File: src/rtl/openhw_ahbcacheif.sv
// AHB-Lite burst engine between a cache line port and the EBU LSU port.
// Moves one full line per request as an INCR burst (fetch or writeback).
module openhw_ahbcacheif #(
  parameter int PA_BITS = 56,
  parameter int AHBW    = 64,
  parameter int BEATS   = 4
) (
  input  logic                      clk,
  input  logic                      reset,
  input  logic [1:0]                CacheBusRW,
  input  logic [PA_BITS-1:0]        CacheBusAdr,
  input  logic [AHBW-1:0]           CacheBusWriteData,
  output logic [$clog2(BEATS)-1:0]  BeatCount,
  output logic [BEATS*AHBW-1:0]     FetchBuffer,
  output logic                      CacheBusAck,
  output logic                      CacheBusStall,
  output logic                      CacheBusErr,
  output logic [PA_BITS-1:0]        HADDR,
  output logic [1:0]                HTRANS,
  output logic                      HWRITE,
  output logic [2:0]                HSIZE,
  output logic [2:0]                HBURST,
  output logic [AHBW-1:0]           HWDATA,
  output logic [AHBW/8-1:0]         HWSTRB,
  input  logic                      HREADY,
  input  logic                      HRESP,
  input  logic [AHBW-1:0]           HRDATA,
  output logic [1:0]                dbg_state
);

  localparam int BW    = $clog2(BEATS);
  localparam int BYTEB = $clog2(AHBW/8);
  localparam int OFFB  = BW + BYTEB;
  localparam logic [2:0] BURST_CODE = (BEATS == 16) ? 3'b111 :
                                      (BEATS == 8)  ? 3'b101 : 3'b011;

  typedef enum logic [1:0] {
    S_IDLE  = 2'd0,
    S_BURST = 2'd1,
    S_DONE  = 2'd2
  } state_t;

  // Cache handshake: the cache holds CacheBusRW (and the address) steady
  // until it sees the one-cycle CacheBusAck; CacheBusStall is high from the
  // request cycle until the ack cycle, where it drops.

  state_t                state, state_nxt;
  logic [BW:0]           adr_count;
  logic [BW-1:0]         data_count;
  logic [PA_BITS-1:0]    base;
  logic                  wr_q;
  logic                  err_q;
  logic [BEATS*AHBW-1:0] fetch_buf;

  logic                  req;
  logic                  req_wr;
  logic                  accept;
  logic                  beat_done;
  logic                  last_beat;
  logic [PA_BITS-1:0]    req_base;
  logic [PA_BITS-1:0]    burst_adr;
  logic                  unused_adr_bits;

  assign req       = |CacheBusRW;
  assign req_wr    = (CacheBusRW == 2'b01);
  assign accept    = (state == S_IDLE) && req && HREADY;
  assign beat_done = (state == S_BURST) && HREADY;
  assign last_beat = (data_count == BW'(BEATS-1));
  assign req_base  = {CacheBusAdr[PA_BITS-1:OFFB], {OFFB{1'b0}}};
  assign unused_adr_bits = ^CacheBusAdr[OFFB-1:0];

  // Beat index only replaces line-offset bits, so no carry into the tag.
  assign burst_adr = {base[PA_BITS-1:OFFB], adr_count[BW-1:0], {BYTEB{1'b0}}};

  // State register
  always_ff @(posedge clk) begin
    if (reset) state <= S_IDLE;
    else       state <= state_nxt;
  end

  // Next-state logic
  always_comb begin
    state_nxt = state;
    case (state)
      S_IDLE:  if (req && HREADY)        state_nxt = S_BURST;
      S_BURST: if (HREADY && last_beat)  state_nxt = S_DONE;
      S_DONE:                            state_nxt = S_IDLE;
      default:                           state_nxt = S_IDLE;
    endcase
  end

  // Output logic
  always_comb begin
    HTRANS        = 2'b00;
    HADDR         = req_base;
    HWRITE        = 1'b0;
    CacheBusAck   = 1'b0;
    CacheBusStall = 1'b0;
    case (state)
      S_IDLE: begin
        if (req) begin
          HTRANS        = 2'b10;
          HWRITE        = req_wr;
          CacheBusStall = 1'b1;
        end
      end
      S_BURST: begin
        HADDR         = burst_adr;
        HTRANS        = (adr_count < (BW+1)'(BEATS)) ? 2'b11 : 2'b00;
        HWRITE        = wr_q;
        CacheBusStall = 1'b1;
      end
      S_DONE: begin
        HADDR       = burst_adr;
        HWRITE      = wr_q;
        CacheBusAck = 1'b1;
      end
      default: ;
    endcase
  end

  // Counters, sampled request and line buffer
  always_ff @(posedge clk) begin
    if (reset) begin
      adr_count  <= '0;
      data_count <= '0;
      base       <= '0;
      wr_q       <= 1'b0;
      err_q      <= 1'b0;
      fetch_buf  <= '0;
    end else if (accept) begin
      base       <= req_base;
      wr_q       <= req_wr;
      adr_count  <= (BW+1)'(1);
      data_count <= '0;
      err_q      <= 1'b0;
    end else if (beat_done) begin
      if (adr_count < (BW+1)'(BEATS)) adr_count <= adr_count + 1'b1;
      data_count <= data_count + 1'b1;
      if (HRESP) err_q <= 1'b1;
      if (!wr_q) fetch_buf[int'(data_count)*AHBW +: AHBW] <= HRDATA;
    end
  end

  assign BeatCount   = data_count;
  assign FetchBuffer = fetch_buf;
  assign CacheBusErr = err_q;
  assign HSIZE       = 3'(BYTEB);
  assign HBURST      = BURST_CODE;
  assign HWDATA      = CacheBusWriteData;
  assign HWSTRB      = '1;
  assign dbg_state   = state;

endmodule
File: config.mk
export PLATFORM = sky130hd
export DESIGN_NAME = openhw_ahbcacheif
export DESIGN_NICKNAME = d
export VERILOG_FILES = /design/src/rtl/openhw_ahbcacheif.sv
export SDC_FILE = /design/constraint.sdc
export NUM_CORES = 1
export LEC_CHECK = 0
export ABC_CLOCK_PERIOD_IN_PS = 5640
export CAP_MARGIN = 20
export CORE_AREA = 2 2 228 230
export CTS_BUF_LIST = sky130_fd_sc_hd__clkbuf_16
export CTS_CLUSTER_DIAMETER = 200
export DETAILED_ROUTE_END_ITERATION = 6
export DIE_AREA = 0 0 230 232
export HOLD_SLACK_MARGIN = 0.06
export SLEW_MARGIN = 5
export SYNTH_ARGS = -nofsm -noshare
export SYNTH_HDL_FRONTEND = slang
export SYNTH_SLANG_ARGS = --single-unit
File: constraint.sdc
create_clock -name clk -period 5.64 [get_ports clk]
set_input_delay 0.564 -clock clk [delete_from_list [all_inputs] [get_ports clk]]
set_output_delay 0.564 -clock clk [all_outputs]
set_load 0.01 [all_outputs]
==> results.ini <==
[placement]
place_inst=2570
place_ws_ps=2600
dp_hpwl_um=30800
place_congestion=0.761
portBuffers=439
post_dp_cell_area_sq_um=19200

[critical_path]
path_delay_family=buffers and inverters
arrival_ps=2990
cpPeakStageDelay_ps=730
reg2reg_setup_slack_ps=3080
startpoint_type=register
critical_path_class=reg2out
worstPathRequired_ps=5080
end_kind=output port
critPathBufInv=3
critPathLaunch=dbg_state[1]
r2r_start=dbg_state[1]
cp_max_fo=32
crit_chain=inv_1 > ha_2 > buf_12 > mux2_2 > clkdlybuf4s50_1
cp_slowest_cell=ha_2

[drt]
vias_per_cell=4.47
detail-route-antenna-nets=0
wl_per_cell_um=18.0
vias=11800
top_layer=met4
drtPass1Iterations=4
drt_iter0_markers=531
wl_met3_um=3620
wl_met1_um=20300
drt-total-wl_um=47400
drc=0
wl_met2_um=22100

[power]
pwr-share-clk=0.360
vdd_drop_max_v=0.000320
pwr-share-seq=0.371
power_leakage_nw=6.65
switchingPower_mw=1.89
finalPower_mw=6.45
powerDensity_nw_per_um2=317
combPwrFrac=0.269
internal_power_mw=4.56
swShare=0.293

[clock_network]
h-tree-depth=2
cts_sinks=316
clk_pin_slew_ps=60
cts_made_buffers=38
cts_setup_buffers=0
cts_hold_buf=0
cts_tree=yes
cts_resized=0
cts_max_path_buffers=3
insertion_delay_ps=540
cts_root_buf=clkbuf_16

[global_route]
grt_first_pass_wirelength_um=71200
grt_max_degree=169
gr-usage-all-layers=0.171
antenna_found_initial=0
grt_pass1_vias=12100
grt_overflow=0

[sta]
rsz0062_at_grt=no
slew_headroom=0.381
fin_skew_ps=14.6
setup_viol=0
clock.fmax_mhz=281
finalCritPeriodShare=0.631
slew_violations=0
min_period_ps=3560
fin_tns_setup_ps=0
layout_setup_ws_ps=2080
final-hold-violation-count=0
worst_pin_slew_ps=928
fin_hold_ws_ps=451

[floorplanning]
die_w_um=230
start_util=0.296
coreArea_sq_um=50900
io_pins=590
std_cell_rows=83
die_y_um=232
dieArea_sq_um=53400

[synthesis]
synth_area_sq_um=15100
ys_warn_count=0
yosys_register_bits=316
ys_types=38
syn_avg_cell_area_sq_um=9.34
synthArstFlopShare=0
synth_edf_count=0
syn_inst=1612
seq_area_frac_synth=0.420
synth-main-ff-cell=dfxtp_1

[worst_hold_path]
min_path_type=reg2reg
hold_start=base[40]

[final_layout]
diodes=0
final_cell_mix=clkdlybuf4s50_1 (438), nand2_1 (359), dfxtp_1 (316)
fin_util=0.400
syn2layout_area_growth_pct=35.3
final_common_cell=clkdlybuf4s50_1
fin_cells=2639
final_area_sq_um=20400
layout-drive-gt1-share=0.0684
nets=2133

[outcome]
status=completed

[flow_run]
drv_cap=0

[cell type report]
class | instances | area, sq um
sequential | 316 | 6330
fill | 5041 | 30500
clock buffer | 41 | 1030
timing repair buffer | 459 | 4620
tap | 680 | 851
clock inverter | 27 | 139
multi-input combinational | 1111 | 7400
inverter | 5 | 18.8
[power groups by stage]
stage | registers [mW] | clock network [mW] | logic (mW)
4_1_cts | 2.39 | 2.41 | 1.76
5_1_grt | 2.41 | 2.49 | 1.87
3_3_place_gp | 2.43 | 0 | 1.73
2_1_floorplan | 2.45 | 0 | 1.02
6_report | 2.39 | 2.32 | 1.74
3_5_place_dp | 2.44 | 0 | 1.75
[state kept, by name, indices dropped and copies added (netlist names)]
name and flops:
FetchBuffer 256, CacheBusErr 1, dbg_state 2, wr_q 1, base 51, BeatCount 2
adr_count 3
[synth_stat cells (2+ instances only)]
cell        n  area (sq um)
a21oi_1    53           265
a31oi_1     2          12.5
and2_1      2          12.5
buf_1       6          22.5
buf_12     18           360
buf_2      32           160
buf_4      82           616
buf_6       9           101
clkbuf_1   48           180
conb_1      2          7.51
dfxtp_1   316          6330
ha_1       12           150
inv_1       5          18.8
mux2_2     51           574
mux2i_1   260          2600
nand2_1   359          1350
nand2b_1  261          1630
nor2_1      2          7.51
nor2b_1    66           413
nor3_1      5          25.0
nor4b_2     3          45.0
or2_2       2          12.5
[tightest hold or removal path, stage by stage (launching register included)]
cell and delay, ps:
dfxtp_1 300, nand2_1 50, a21oi_1 50
[cell families (layout without fill, tap and decap cells)]
kind of cell,Yosys count,count (layout),synth area share
AO/OA/AOI/OAI,61,61,0.0227
other,2,17,0.000499
adder cells (fa/ha/maj),12,12,0.00997
AND/OR/NAND/NOR,708,708,0.238
multiplexers,311,311,0.211
XOR/XNOR,2,2,0.00116
buffers and inverters,200,532,0.0969
flip-flops,316,316,0.420
[final timing paths]
kind / endpoint / cells past startpoint
max: HADDR[13] / 5
min: base[40] / 2
max reg2reg: FetchBuffer[36] / 6
min reg2reg: base[40] / 2
[layer usage]
metal,vias to the layer above,global-route usage
li1,5732,-
met1,5595,0.203
met2,395,0.288
met3,77,0.0561
met4,0,0.0593
met5,-,0
Note: power is estimated with default switching activity, not from simulation.
